`src/rtl/demux_pkg.sv`:
```
// demux_pkg: shared types and helpers for the stream demultiplexer.
//   beat_t      default-width data beat
//   lane_cnt_t  default-width delivered-beat counter
//   sel_w()     index width for n items (minimum 1 bit)
package demux_pkg;

  localparam int unsigned BeatWidth    = 8;
  localparam int unsigned LaneCntWidth = 16;

  typedef logic [BeatWidth-1:0]    beat_t;
  typedef logic [LaneCntWidth-1:0] lane_cnt_t;

  // Width needed to index n items; a single item still gets one bit.
  function automatic int unsigned sel_w(input int unsigned n);
    return (n > 1) ? $clog2(n) : 1;
  endfunction

endpackage

```
`src/rtl/demux_lane.sv`:
```
// demux_lane: one output lane of the demultiplexer. A DEPTH-entry synchronous FIFO with
// wrap-around pointers and an occupancy count, plus a counter of completed pops.
// Ports:
//   clk, rst_n     clock, synchronous active-high reset
//   push, wdata    write request and data (ignored while full)
//   full           lane holds DEPTH entries
//   pop            read request (ignored while empty)
//   rdata, empty   head entry and empty flag
//   cnt            number of completed pops, wraps at 2^CNT_W
module demux_lane
  import demux_pkg::*;
#(
  parameter int unsigned WIDTH = 8,
  parameter int unsigned DEPTH = 2,
  parameter int unsigned CNT_W = 16
) (
  input  logic             clk,
  input  logic             rst_n,
  input  logic             push,
  input  logic [WIDTH-1:0] wdata,
  output logic             full,
  input  logic             pop,
  output logic [WIDTH-1:0] rdata,
  output logic             empty,
  output logic [CNT_W-1:0] cnt
);

  localparam int unsigned PtrW = sel_w(DEPTH);
  localparam int unsigned OccW = $clog2(DEPTH + 1);

  logic [WIDTH-1:0] mem_q [DEPTH];
  logic [PtrW-1:0]  wr_ptr_q, wr_ptr_d;
  logic [PtrW-1:0]  rd_ptr_q, rd_ptr_d;
  logic [OccW-1:0]  occ_q, occ_d;
  logic [CNT_W-1:0] cnt_q, cnt_d;
  logic             push_en, pop_en;

  // Pointers wrap explicitly so non-power-of-two depths would also work.
  function automatic logic [PtrW-1:0] ptr_inc(input logic [PtrW-1:0] p);
    return (p == PtrW'(DEPTH - 1)) ? '0 : p + PtrW'(1);
  endfunction

  assign full    = (occ_q == OccW'(DEPTH));
  assign empty   = (occ_q == '0);
  assign push_en = push && !full;
  assign pop_en  = pop && !empty;
  assign rdata   = mem_q[rd_ptr_q];
  assign cnt     = cnt_q;

  always_comb begin
    wr_ptr_d = wr_ptr_q;
    rd_ptr_d = rd_ptr_q;
    occ_d    = occ_q;
    cnt_d    = cnt_q;
    if (push_en) wr_ptr_d = ptr_inc(wr_ptr_q);
    if (pop_en) begin
      rd_ptr_d = ptr_inc(rd_ptr_q);
      cnt_d    = cnt_q + CNT_W'(1);
    end
    // Simultaneous push and pop leaves occupancy unchanged.
    unique case ({push_en, pop_en})
      2'b10:   occ_d = occ_q + OccW'(1);
      2'b01:   occ_d = occ_q - OccW'(1);
      default: occ_d = occ_q;
    endcase
  end

  always_ff @(posedge clk) begin
    if (rst_n) begin
      wr_ptr_q <= '0;
      rd_ptr_q <= '0;
      occ_q    <= '0;
      cnt_q    <= '0;
      // Cleared so the head output reads 0 after reset.
      for (int i = 0; i < DEPTH; i++) mem_q[i] <= '0;
    end else begin
      wr_ptr_q <= wr_ptr_d;
      rd_ptr_q <= rd_ptr_d;
      occ_q    <= occ_d;
      cnt_q    <= cnt_d;
      if (push_en) mem_q[wr_ptr_q] <= wdata;
    end
  end

endmodule

```
`src/rtl/demux1to4_stream.sv`:
```
// demux1to4_stream: registered 1-to-N stream demultiplexer. Each accepted input beat is
// written into the FIFO of lane in_sel; each lane drains independently.
// Ports:
//   clk, rst_n            clock, synchronous active-high reset (asserted = 1)
//   in_valid, in_ready    input handshake; in_ready depends only on reset and lane in_sel
//   in_data, in_sel       input beat and destination lane
//   out_valid, out_ready  per-lane output handshake
//   out_data              per-lane head entry
//   out_cnt               per-lane count of completed output handshakes
module demux1to4_stream
  import demux_pkg::*;
#(
  parameter int unsigned WIDTH = 8,
  parameter int unsigned N_OUT = 4,
  parameter int unsigned DEPTH = 2,
  parameter int unsigned CNT_W = 16
) (
  input  logic                          clk,
  input  logic                          rst_n,
  input  logic                          in_valid,
  output logic                          in_ready,
  input  logic [WIDTH-1:0]              in_data,
  input  logic [sel_w(N_OUT)-1:0]       in_sel,
  output logic [N_OUT-1:0]              out_valid,
  input  logic [N_OUT-1:0]              out_ready,
  output logic [N_OUT-1:0][WIDTH-1:0]   out_data,
  output logic [N_OUT-1:0][CNT_W-1:0]   out_cnt
);

  localparam int unsigned SelW = sel_w(N_OUT);

  logic [N_OUT-1:0] push;
  logic [N_OUT-1:0] pop;
  logic [N_OUT-1:0] full;
  logic [N_OUT-1:0] empty;

  // A full target lane refuses input even if it pops this cycle, keeping in_ready
  // independent of out_ready.
  assign in_ready = !rst_n && !full[in_sel];
  assign pop      = out_valid & out_ready;

  for (genvar k = 0; k < N_OUT; k++) begin : g_lane
    assign push[k]      = in_valid && in_ready && (in_sel == SelW'(k));
    assign out_valid[k] = !empty[k];

    demux_lane #(
      .WIDTH (WIDTH),
      .DEPTH (DEPTH),
      .CNT_W (CNT_W)
    ) u_lane (
      .clk   (clk),
      .rst_n (rst_n),
      .push  (push[k]),
      .wdata (in_data),
      .full  (full[k]),
      .pop   (pop[k]),
      .rdata (out_data[k]),
      .empty (empty[k]),
      .cnt   (out_cnt[k])
    );
  end

endmodule

```
`config.mk`:
```
export PLATFORM = sky130hd
export DESIGN_NAME = demux1to4_stream
export DESIGN_NICKNAME = d
export VERILOG_FILES = /design/src/rtl/demux_pkg.sv /design/src/rtl/demux_lane.sv /design/src/rtl/demux1to4_stream.sv
export SDC_FILE = /design/constraint.sdc
export NUM_CORES = 1
export LEC_CHECK = 0
export ABC_AREA = 1
export CAP_MARGIN = 20
export CORE_AREA = 2 2 130 100
export CTS_BUF_LIST = sky130_fd_sc_hd__clkbuf_4 sky130_fd_sc_hd__clkbuf_8 sky130_fd_sc_hd__clkbuf_16
export CTS_CLUSTER_SIZE = 12
export DETAILED_ROUTE_END_ITERATION = 8
export DIE_AREA = 0 0 132 102
export PLACE_DENSITY = 0.84
export SLEW_MARGIN = 20
export SYNTH_ARGS = -nofsm -noshare
export SYNTH_HDL_FRONTEND = slang
export SYNTH_HIERARCHICAL = 1
export SYNTH_SLANG_ARGS = --single-unit
```
`constraint.sdc`:
```
create_clock -name clk -period 2.9 [get_ports clk]
set_clock_uncertainty 0.1 [all_clocks]
set_input_delay 0.29 -clock clk [delete_from_list [all_inputs] [get_ports clk]]
set_output_delay 0.29 -clock clk [all_outputs]
set_load 0.02 [all_outputs]
```
==> results.py, run 1 <==
metrics = {
    "run_status": {
        "run_status": "finished clean",
    },
    "worst_hold_path": {
        "hold_path.class": "register to register",
        "whs_path_depth": 1,
    },
    "cts": {
        "numClockSinks": 148,
        "clkSlewWorstSetupHoldPaths_ns": 0.06,
        "tritoncts": "yes",
        "clock_path_buffers": 2,
        "cts_setup_buffers": 0,
        "cts_root_buffer": "clkbuf_16",
        "hold_buffers": 0,
        "cts_made_buffers": 17,
        "htreeDepth": 4,
        "cts.repair.resized": 0,
        "clkLatencyLatePin_ns": 0.42,
    },
    "floorplan": {
        "ioPinCount": 118,
        "core.rowCount": 35,
        "dieArea_um2": 13500,
        "core_area_um2": 12100,
        "initial_utilization": 0.562,
        "dieHeight_um": 102,
        "fp.dieW_um": 132,
    },
    "setup_path": {
        "path_cells": "nor2_1 -> nand3_1 -> nand2_2 -> nor2_2 -> nand3_2 -> nor2_1 -> o21ai_0 -> nor2_1 -> nand2_2 -> nand2_1",
        "timing.critical_path.fanout_max": 10,
        "cp-end-kind": "register",
        "required_ns": 2.88,
        "ff2ff_setup_slack_ns": 0.52,
        "cpPeakStageDelay_ns": 0.46,
        "critPathArrivalTime_ns": 2.36,
        "critPathLaunchType": "register",
        "rr_endpoint": "g_lane[2].u_lane/mem_q[0][0]",
        "rr_worst_depth": 10,
        "crit_path_top_delay_cell": "dfxtp_1",
        "critPathCapture": "g_lane[2].u_lane/mem_q[0][0]",
        "cp_common_cell": "nor2_1",
        "reg2reg_from": "g_lane[3].u_lane/occ_q[0]",
        "critPathKind": "register to register",
        "cp-startpoint": "g_lane[3].u_lane/occ_q[0]",
    },
    "placed_design": {
        "gp_congestion": 0.884,
        "dp_hpwl_um": 11000,
        "place_area_um2": 8140,
        "port_buffers": 117,
    },
    "timing": {
        "max_clock_freq_ghz": 0.421,
        "setup_violations": 0,
        "hold_viol_final": 0,
        "period_share": 0.820,
        "worst-slew-pin-transition_ns": 0.579,
        "period_minus_slack_ns": 2.38,
        "rsz0062_at_grt": "no",
        "relSlewSlack": 0.610,
        "fin_setup_tns_ns": 0,
        "drv_slew": 0,
    },
    "route": {
        "vias_per_cell": 5.16,
        "drcViolationCount": 0,
        "drt_first_pass_iters": 5,
        "ant_nets": 0,
        "routed_wl_um": 15800,
        "drt_iter0_markers": 424,
        "post_drt_wl_per_cell_um": 14.0,
        "vias": 5808,
    },
    "final_layout": {
        "num_antenna_cells": 0,
        "final_common_cell": "nor2_1",
        "final_area_um2": 8760,
        "final_nets": 972,
        "syn2layout_area_growth_pct": 28.5,
        "final_cell_mix": "nor2_1, nand2_1, clkdlybuf4s50_1, inv_1, dfxtp_1",
        "layout-drive-gt1-share": 0.0906,
    },
    "pwr": {
        "worst_ir_drop_vdd_mv": 0.384,
        "total_power_mw": 4.73,
        "power_leakage_nw": 3.51,
        "powerDensity_nw_per_um2": 540,
    },
    "yosys": {
        "yosysUniqueCellTypes": 24,
        "syn_nets": 849,
        "ys_ff_latch": 148,
        "syn-instance-count": 824,
        "yosys_warnings": 6,
        "syn_area_per_cell_um2": 8.27,
        "ys_seq_area_frac": 0.529,
        "syn_area_um2": 6820,
    },
    "global_routing": {
        "grtUsageTotal": 0.239,
        "grt_pass1_vias": 5290,
        "grt_max_degree": 34,
        "antenna_found_initial": 0,
        "grt_overflow": 0,
        "grt_pass1_wl_um": 25400,
    },
    "flow_run": {
        "cap_violations": 0,
    },
}
-- per-stage QoR --
stage               utilization  hold slack (ns)  cells  setup WS, ns
detailed placement        0.671            0.344   1094         0.237
CTS                       0.722            0.351   1126         0.532
finish                    0.722            0.353   1126         0.523
global placement          0.671            0.332   1094         0.324
floorplan                     -            0.325    824         0.936
global route              0.722            0.374   1126         0.313
-- state kept, by name, summed over array words and instances (netlist names), named ones only --
signal,cells
g_lane.u_lane/occ_q,8
g_lane.u_lane/mem_q,64
g_lane.u_lane/wr_ptr_q,4
g_lane.u_lane/cnt,64
g_lane.u_lane/rd_ptr_q,4
-- synth_stat cells --
cell type,n,share of area
xor2_1,16,0.021
nand4_1,20,0.018
nor2_1,208,0.11
nor3_1,7,0.0051
nand2_2,10,0.0092
and3_1,1,0.00092
clkbuf_1,8,0.0044
dfxtp_1,84,0.25
a21o_1,1,0.0011
buf_6,1,0.0017
o21ai_0,35,0.026
nand3_2,1,0.0015
nand3_1,42,0.031
inv_2,2,0.0011
nand2_1,125,0.069
nor2_2,3,0.0028
o21ai_2,4,0.0051
mux2_2,32,0.053
inv_1,111,0.061
buf_2,4,0.0029
edfxtp_1,64,0.28
ha_1,8,0.015
buf_4,3,0.0033
a21oi_1,34,0.025
-- metal layers --
metal	up-vias	GRT usage	part of all wire
met2	230	0.371	0.45
li1	2903	-	-
met5	-	0	0
met1	2651	0.331	0.46
met3	24	0.0580	0.068
met4	0	0.0844	0.016
-- cell type report --
cell class                      count  area (µm²)
Multi-Input combinational cell    547        2710
Timing Repair Buffer              120        1190
Sequential cell                   148        3600
Inverter                          113         424
Clock buffer                       22         515
Tap cell                          166         208
Clock inverter                     10         109
Fill cell                         923        3370
-- where the power goes --
part / switching (mW) / internal (mW) / leakage (nW) / total [mW]
registers: 0.0175 / 2.21 / 1.34 / 2.23
clock network: 0.888 / 1.37 / 0.302 / 2.26
logic: 0.148 / 0.0961 / 1.87 / 0.244
-- worst min-delay path by stage --
stage	from	end
2_1_floorplan	g_lane[2].u_lane/rd_ptr_q	register
3_3_place_gp	g_lane[3].u_lane/rd_ptr_q	register
3_5_place_dp	g_lane[3].u_lane/rd_ptr_q	register
4_1_cts	g_lane[1].u_lane/rd_ptr_q	g_lane[1].u_lane/rd_ptr_q
5_1_grt	g_lane[3].u_lane/rd_ptr_q	g_lane[3].u_lane/rd_ptr_q
6_report	g_lane[3].u_lane/rd_ptr_q	register
-- cell families after synthesis --
logic type,share of synthesized area
AO/OA/AOI/OAI,0.0569
buffers and inverters,0.0745
AND/OR/NAND/NOR,0.252
XOR/XNOR,0.0206
multiplexers,0.0529
adder cells (fa/ha/maj),0.0147
flip-flops,0.529
-- worst max-delay path: cells and delay by family, from the launching register on --
family | cells | cell delay (ns)
AO/OA/AOI/OAI | 1 | 0.23
AND/OR/NAND/NOR | 9 | 1.23
flip-flops | 1 | 0.46
(Power assumes the default switching activity.)
==> run 2, diff against run 1 <==
--- a/config.mk
+++ b/config.mk
@@ -7,12 +7,12 @@
 export LEC_CHECK = 0
 export ABC_AREA = 1
 export CAP_MARGIN = 20
-export CORE_AREA = 2 2 130 100
+export CORE_AREA = 2 2 141 109
 export CTS_BUF_LIST = sky130_fd_sc_hd__clkbuf_4 sky130_fd_sc_hd__clkbuf_8 sky130_fd_sc_hd__clkbuf_16
 export CTS_CLUSTER_SIZE = 12
 export DETAILED_ROUTE_END_ITERATION = 8
-export DIE_AREA = 0 0 132 102
-export PLACE_DENSITY = 0.84
+export DIE_AREA = 0 0 143 111
+export PLACE_DENSITY = 0.75
 export SLEW_MARGIN = 20
 export SYNTH_ARGS = -nofsm -noshare
 export SYNTH_HDL_FRONTEND = slang
==> constraint.sdc (replaced) <==
create_clock -name clk -period 2.1 [get_ports clk]
set_clock_uncertainty 0.1 [all_clocks]
set_input_delay 0.21 -clock clk [delete_from_list [all_inputs] [get_ports clk]]
set_output_delay 0.21 -clock clk [all_outputs]
set_load 0.02 [all_outputs]
==> run 2 against run 1 <==
Effect of this change: count of clock-buffer cells in the layout did not move; sequential power rose by 38%; global-route usage fell by 3.2 points; critical endpoint is now out_data[23]; highest routed layer unchanged.
==> results.py, run 2 (synthesized netlist as in run 1, its figures left out) <==
metrics = {
    "global_routing": {
        "antenna_found_initial": 0,
        "grt_pass1_vias": 5113,
        "grt_overflow": 0,
        "grt_pass1_wl_um": 25300,
        "grt_max_degree": 34,
        "grtUsageTotal": 0.206,
    },
    "cts": {
        "clkSlewWorstSetupHoldPaths_ns": 0.06,
        "clock_path_buffers": 2,
        "hold_buffers": 0,
        "htreeDepth": 4,
        "cts_made_buffers": 17,
        "clkLatencyLatePin_ns": 0.42,
        "cts_root_buffer": "clkbuf_16",
        "numClockSinks": 148,
        "tritoncts": "yes",
        "cts_setup_buffers": 0,
    },
    "final_layout": {
        "multi_input_area_um2": 2740,
        "seqCellArea_um2": 3610,
        "final_cell_mix": "nor2_1, nand2_1, inv_1, clkdlybuf4s50_1, dfxtp_1",
        "layout-drive-gt1-share": 0.146,
        "nFillCells": 1245,
        "final_util": 0.627,
        "num_antenna_cells": 0,
        "final_common_cell": "nor2_1",
        "layout.cells.non_filler": 1208,
        "syn2layout_area_growth_pct": 35.1,
        "final_nets": 1015,
    },
    "placed_design": {
        "port_buffers": 117,
        "placed_cells": 1176,
        "gp_congestion": 0.889,
        "dp_hpwl_um": 11000,
    },
    "route": {
        "post_drt_wl_per_cell_um": 13.1,
        "routed_wl_um": 15900,
        "met1_length_um": 7790,
        "drt_first_pass_iters": 5,
        "drcViolationCount": 0,
        "met2_length_um": 6950,
        "highest-signal-layer": "met4",
        "met3_length_um": 919,
        "ant_nets": 0,
        "vias": 5752,
        "vias_per_cell": 4.76,
        "drt_iter0_markers": 384,
    },
    "floorplan": {
        "dieArea_um2": 15900,
        "initial_utilization": 0.464,
        "ioPinCount": 118,
        "core.rowCount": 39,
        "core_area_um2": 14700,
        "dieHeight_um": 111,
        "fp.dieW_um": 143,
    },
    "pwr": {
        "p_sw_mw": 1.41,
        "powerDensity_nw_per_um2": 694,
        "seqPwrFrac": 0.480,
        "power_leakage_nw": 3.81,
        "clkPwrFrac": 0.458,
        "p_sw_frac": 0.220,
        "p_comb_frac": 0.062,
        "p_int_mw": 4.98,
        "worst_ir_drop_vdd_mv": 0.578,
    },
    "timing": {
        "worst-slew-pin-transition_ns": 0.440,
        "hold_viol_final": 0,
        "max_clock_freq_ghz": 0.493,
        "period_share": 0.965,
        "setup_violations": 0,
        "relSlewSlack": 0.707,
        "drv_slew": 0,
        "period_minus_slack_ns": 2.03,
    },
    "flow_run": {
        "cap_violations": 0,
    },
    "run_status": {
        "run_status": "finished clean",
    },
    "setup_path": {
        "rr_worst_depth": 13,
        "ff2ff_setup_slack_ns": 0.13,
        "critPathKind": "register to primary output",
        "timing.critical_path.fanout_max": 8,
        "rr_endpoint": "g_lane[1].u_lane/mem_q[1][0]",
        "reg2reg_from": "g_lane[2].u_lane/occ_q[1]",
        "cp-end-kind": "primary output",
        "required_ns": 1.79,
        "critPathLaunchType": "register",
        "critPathArrivalTime_ns": 1.72,
    },
    "worst_hold_path": {
        "hold_start": "g_lane[1].u_lane/rd_ptr_q",
        "hold_path.class": "register to register",
        "whs_path_depth": 1,
    },
}
==> run 2: cell types whose count changed in the layout (fill, tap and decap cells not counted), moves of 4 or more <==
cell,change
buf_4,+36
clkdlybuf4s50_1,-21
dlygate4sd2_1,+18
o21ai_0,-12
o21ai_1,+12
buf_12,+7
dfxtp_1,-5
nor2_1,-5
clkinv_2,+4
==> run 2: layout make-up <==
class,instances,share of cell area
flip-flops and latches,148,0.392
multi-input cells,547,0.298
repair buffers,163,0.172
clock buffers,22,0.0566
inverters,113,0.0460
well taps,205,0.0278
clock inverters,10,0.00747
==> run 2: worst max path at each step <==
stage / from / to / slack, ns / cells after the start
after floorplan: g_lane[3].u_lane/occ_q[0] / g_lane[2].u_lane/occ_q[1] / 0.14 / 12
after global placement: in_sel[0] / g_lane[0].u_lane/occ_q[1] / -0.28 / 13
after detailed placement: in_sel[0] / g_lane[0].u_lane/occ_q[1] / -0.35 / 13
after CTS: register / out_data[23] / 0.0002 / 2
after global routing: g_lane[0].u_lane/occ_q[1] / g_lane[0].u_lane/occ_q[1] / -0.01 / 13
final: register / out_data[23] / 0.07 / 2
==> run 2: metrics by stage <==
| stage | total power, mW | hold WS, ns | setup TNS [ns] | instance area [µm²] | setup slack, ns |
|---|---|---|---|---|---|
| after floorplan | 3.32 | 0.325 | 0 | 6820 | 0.136 |
| after global placement | 3.53 | 0.333 | -23.38 | 8590 | -0.278 |
| after detailed placement | 3.53 | 0.336 | -33.45 | 8590 | -0.350 |
| after CTS | 6.47 | 0.344 | 0 | 9170 | 0.000174 |
| after global routing | 6.63 | 0.372 | -0.0131 | 9210 | -0.0131 |
| final | 6.39 | 0.346 | 0 | 9210 | 0.0735 |
==> run 2: power by group through the flow <==
stage / clock network [mW] / registers [mW] / logic [mW]
after global placement: 0 / 3.13 / 0.398
after global routing: 3.13 / 3.07 / 0.426
after detailed placement: 0 / 3.13 / 0.401
after floorplan: 0 / 3.13 / 0.184
after CTS: 3.01 / 3.07 / 0.392
final: 2.93 / 3.07 / 0.395
==> run 2: worst max-delay path, stage by stage (launching register included) <==
cell             delay (ns)
dfxtp_4                0.40
mux2_2                 0.35
clkdlybuf4s50_1        0.54
==> run 2: metal layers <==
layer,vias up,track usage
li1,2985,-
met3,20,0.0570
met5,-,0
met1,2569,0.304
met2,178,0.295
met4,0,0.0640
==> run 2: repair_timing <==
item | in CTS | in global routing
gates resized for setup | 25 | 31
endpoints found under the hold margin | 0 | 0
pin swaps | 0 | 7
setup endpoints to repair | 33 | 129
==> run 3, diff against run 2 <==
--- a/config.mk
+++ b/config.mk
@@ -7,12 +7,12 @@
 export LEC_CHECK = 0
 export ABC_AREA = 1
 export CAP_MARGIN = 20
-export CORE_AREA = 2 2 141 109
+export CORE_AREA = 3 3 142 110
 export CTS_BUF_LIST = sky130_fd_sc_hd__clkbuf_4 sky130_fd_sc_hd__clkbuf_8 sky130_fd_sc_hd__clkbuf_16
 export CTS_CLUSTER_SIZE = 12
 export DETAILED_ROUTE_END_ITERATION = 8
-export DIE_AREA = 0 0 143 111
-export PLACE_DENSITY = 0.75
+export DIE_AREA = 0 0 145 113
+export PLACE_DENSITY = 0.77
 export SLEW_MARGIN = 20
 export SYNTH_ARGS = -nofsm -noshare
 export SYNTH_HDL_FRONTEND = slang
==> constraint.sdc (replaced) <==
create_clock -name clk -period 2.1 [get_ports clk]
set_clock_uncertainty 0.1 [all_clocks]
set_input_delay 0.21 -clock clk [delete_from_list [all_inputs] [get_ports clk]]
set_output_delay 0.21 -clock clk [all_outputs]
set_load 0.01 [all_outputs]
==> run 3 against run 2 <==
Effect of this change: total power rose by 2.3%; hold slack got worse by 0.0018 ns; count of clock-buffer cells in the layout fell by 3; sequential power barely moved; first-iteration DRC count fell by 11%; sequential share of layout area fell by 0.43 points; die area rose by 3.2%; maximum frequency fell by 0.59%; global-route usage fell by 0.96 points; clock power rose by 5%; final area rose by 1.1%; cell count fell by 0.50%; critical path type is now register to register; critical endpoint is now g_lane[0].u_lane/occ_q[1]; largest cell class unchanged; largest power group unchanged.
==> results.py, run 3 (synthesized netlist as in run 1, its figures left out) <==
metrics = {
    "route": {
        "drcViolationCount": 0,
        "drt_iter0_markers": 340,
        "post_drt_wl_per_cell_um": 13.5,
        "ant_nets": 0,
        "drt_first_pass_iters": 5,
        "vias_per_cell": 4.88,
        "vias": 5869,
        "routed_wl_um": 16200,
    },
    "timing": {
        "period_share": 0.971,
        "worst-slew-pin-transition_ns": 0.440,
        "rsz0062_at_grt": "yes",
        "setup_violations": 0,
        "relSlewSlack": 0.707,
        "drv_slew": 0,
        "max_clock_freq_ghz": 0.491,
        "hold_viol_final": 0,
        "period_minus_slack_ns": 2.04,
    },
    "cts": {
        "clkSlewWorstSetupHoldPaths_ns": 0.06,
        "cts_made_buffers": 17,
        "clkLatencyLatePin_ns": 0.42,
        "tritoncts": "yes",
        "numClockSinks": 148,
        "cts_root_buffer": "clkbuf_16",
        "clock_path_buffers": 2,
        "htreeDepth": 4,
    },
    "final_layout": {
        "layout-drive-gt1-share": 0.163,
        "num_antenna_cells": 0,
        "final_common_cell": "nor2_1",
        "seqCellArea_um2": 3610,
        "final_cell_mix": "nor2_1, nand2_1, clkdlybuf4s50_1, inv_1, dfxtp_1",
        "final_nets": 1014,
        "syn2layout_area_growth_pct": 36.6,
        "multi_input_area_um2": 2810,
        "layout.cells.non_filler": 1202,
        "nFillCells": 1172,
        "final_area_um2": 9310,
    },
    "floorplan": {
        "dieHeight_um": 113,
        "ioPinCount": 118,
        "core.rowCount": 38,
        "core_area_um2": 14300,
        "dieArea_um2": 16400,
        "fp.dieW_um": 145,
        "initial_utilization": 0.476,
    },
    "global_routing": {
        "grt_overflow": 0,
        "antenna_found_initial": 0,
        "grt_pass1_wl_um": 26300,
        "grt_max_degree": 34,
        "grt_pass1_vias": 5341,
        "grtUsageTotal": 0.197,
    },
    "setup_path": {
        "ff2ff_setup_slack_ns": 0.06,
        "rr_endpoint": "g_lane[0].u_lane/occ_q[1]",
        "path_cells": "nor2_4 -> nand3_2 -> nand2_2 -> nor2_4 -> nand3_4 -> nor2_4 -> o21ai_2 -> ha_1 -> a21oi_2 -> o21ai_1 -> o21ai_1 -> a21oi_1",
        "cp.depth": 12,
        "timing.critical_path.fanout_max": 4,
        "crit_path_top_delay_cell": "dfxtp_1",
        "critical_path.top_delay_family": "simple AND/OR/NAND/NOR gates",
        "cp-end-kind": "register",
        "critPathArrivalTime_ns": 2.24,
        "rr_worst_depth": 12,
        "reg2reg_from": "g_lane[2].u_lane/occ_q[0]",
        "cpPeakStageDelay_ns": 0.39,
        "critPathBufInv": 0,
        "critPathKind": "register to register",
        "cp-startpoint": "g_lane[2].u_lane/occ_q[0]",
        "cp_common_cell": "nor2_4",
        "required_ns": 2.30,
        "critPathLaunchType": "register",
        "critPathCapture": "g_lane[0].u_lane/occ_q[1]",
    },
    "worst_hold_path": {
        "hold_path.class": "register to register",
    },
    "placed_design": {
        "dp_hpwl_um": 11400,
        "placed_cells": 1168,
        "place_area_um2": 8580,
        "gp_congestion": 0.883,
        "port_buffers": 117,
    },
    "run_status": {
        "run_status": "finished clean",
    },
    "pwr": {
        "power_leakage_nw": 3.75,
        "powerDensity_nw_per_um2": 702,
        "worst_ir_drop_vdd_mv": 0.522,
    },
    "flow_run": {
        "cap_violations": 0,
    },
}
[run 3: worst min-delay path by stage]
stage | start | endpoint | slack [ns] | cells after the start
5_1_grt | g_lane[3].u_lane/rd_ptr_q | register | 0.38 | 1
6_report | g_lane[1].u_lane/rd_ptr_q | register | 0.34 | 1
3_5_place_dp | g_lane[3].u_lane/rd_ptr_q | g_lane[3].u_lane/rd_ptr_q | 0.34 | 1
4_1_cts | g_lane[1].u_lane/rd_ptr_q | register | 0.34 | 1
2_1_floorplan | g_lane[2].u_lane/rd_ptr_q | register | 0.32 | 1
3_3_place_gp | g_lane[0].u_lane/rd_ptr_q | g_lane[0].u_lane/rd_ptr_q | 0.33 | 1
[run 3: metal layers]
layer  wire, µm  vias to the layer above  GRT usage
met5          0                        -          0
met4        231                        0     0.0595
met3        874                       20     0.0448
met2       6910                      181      0.286
met1       8160                     2684      0.294
li1           -                     2984          -
[run 3: through the flow]
step	hold slack (ns)	setup TNS, ns	utilization	power [mW]	setup WS [ns]
floorplan	0.325	0	-	3.29	0.136
global placement	0.333	-22.30	0.599	3.50	-0.275
detailed placement	0.342	-32.04	0.599	3.51	-0.370
CTS	0.344	0	0.642	6.57	0.0269
global route	0.382	-0.715	0.651	6.74	-0.0654
finish	0.344	0	0.651	6.54	0.0614
[run 3: power by group]
group | internal [mW] | total [mW] | switching (mW)
sequential | 3.05 | 3.07 | 0.0202
combinational | 0.186 | 0.392 | 0.206
clock | 1.87 | 3.07 | 1.21
total | 5.11 | 6.54 | 1.43
[run 3: area by class of cell]
class,instances,area share
Timing Repair Buffer,162,0.173
Inverter,113,0.0458
Tap cell,200,0.0269
Clock buffer,19,0.0498
Clock inverter,13,0.0152
Multi-Input combinational cell,547,0.301
Sequential cell,148,0.388
[run 3: what timing repair did]
action | in CTS | in global routing
pin swaps | 0 | 13
setup buffers | 0 | 2
cloned | 0 | 0
gates resized for setup | 6 | 51
hold buffers | 0 | 0
hold endpoints to repair | 0 | 0
endpoints found under the setup margin | 28 | 116
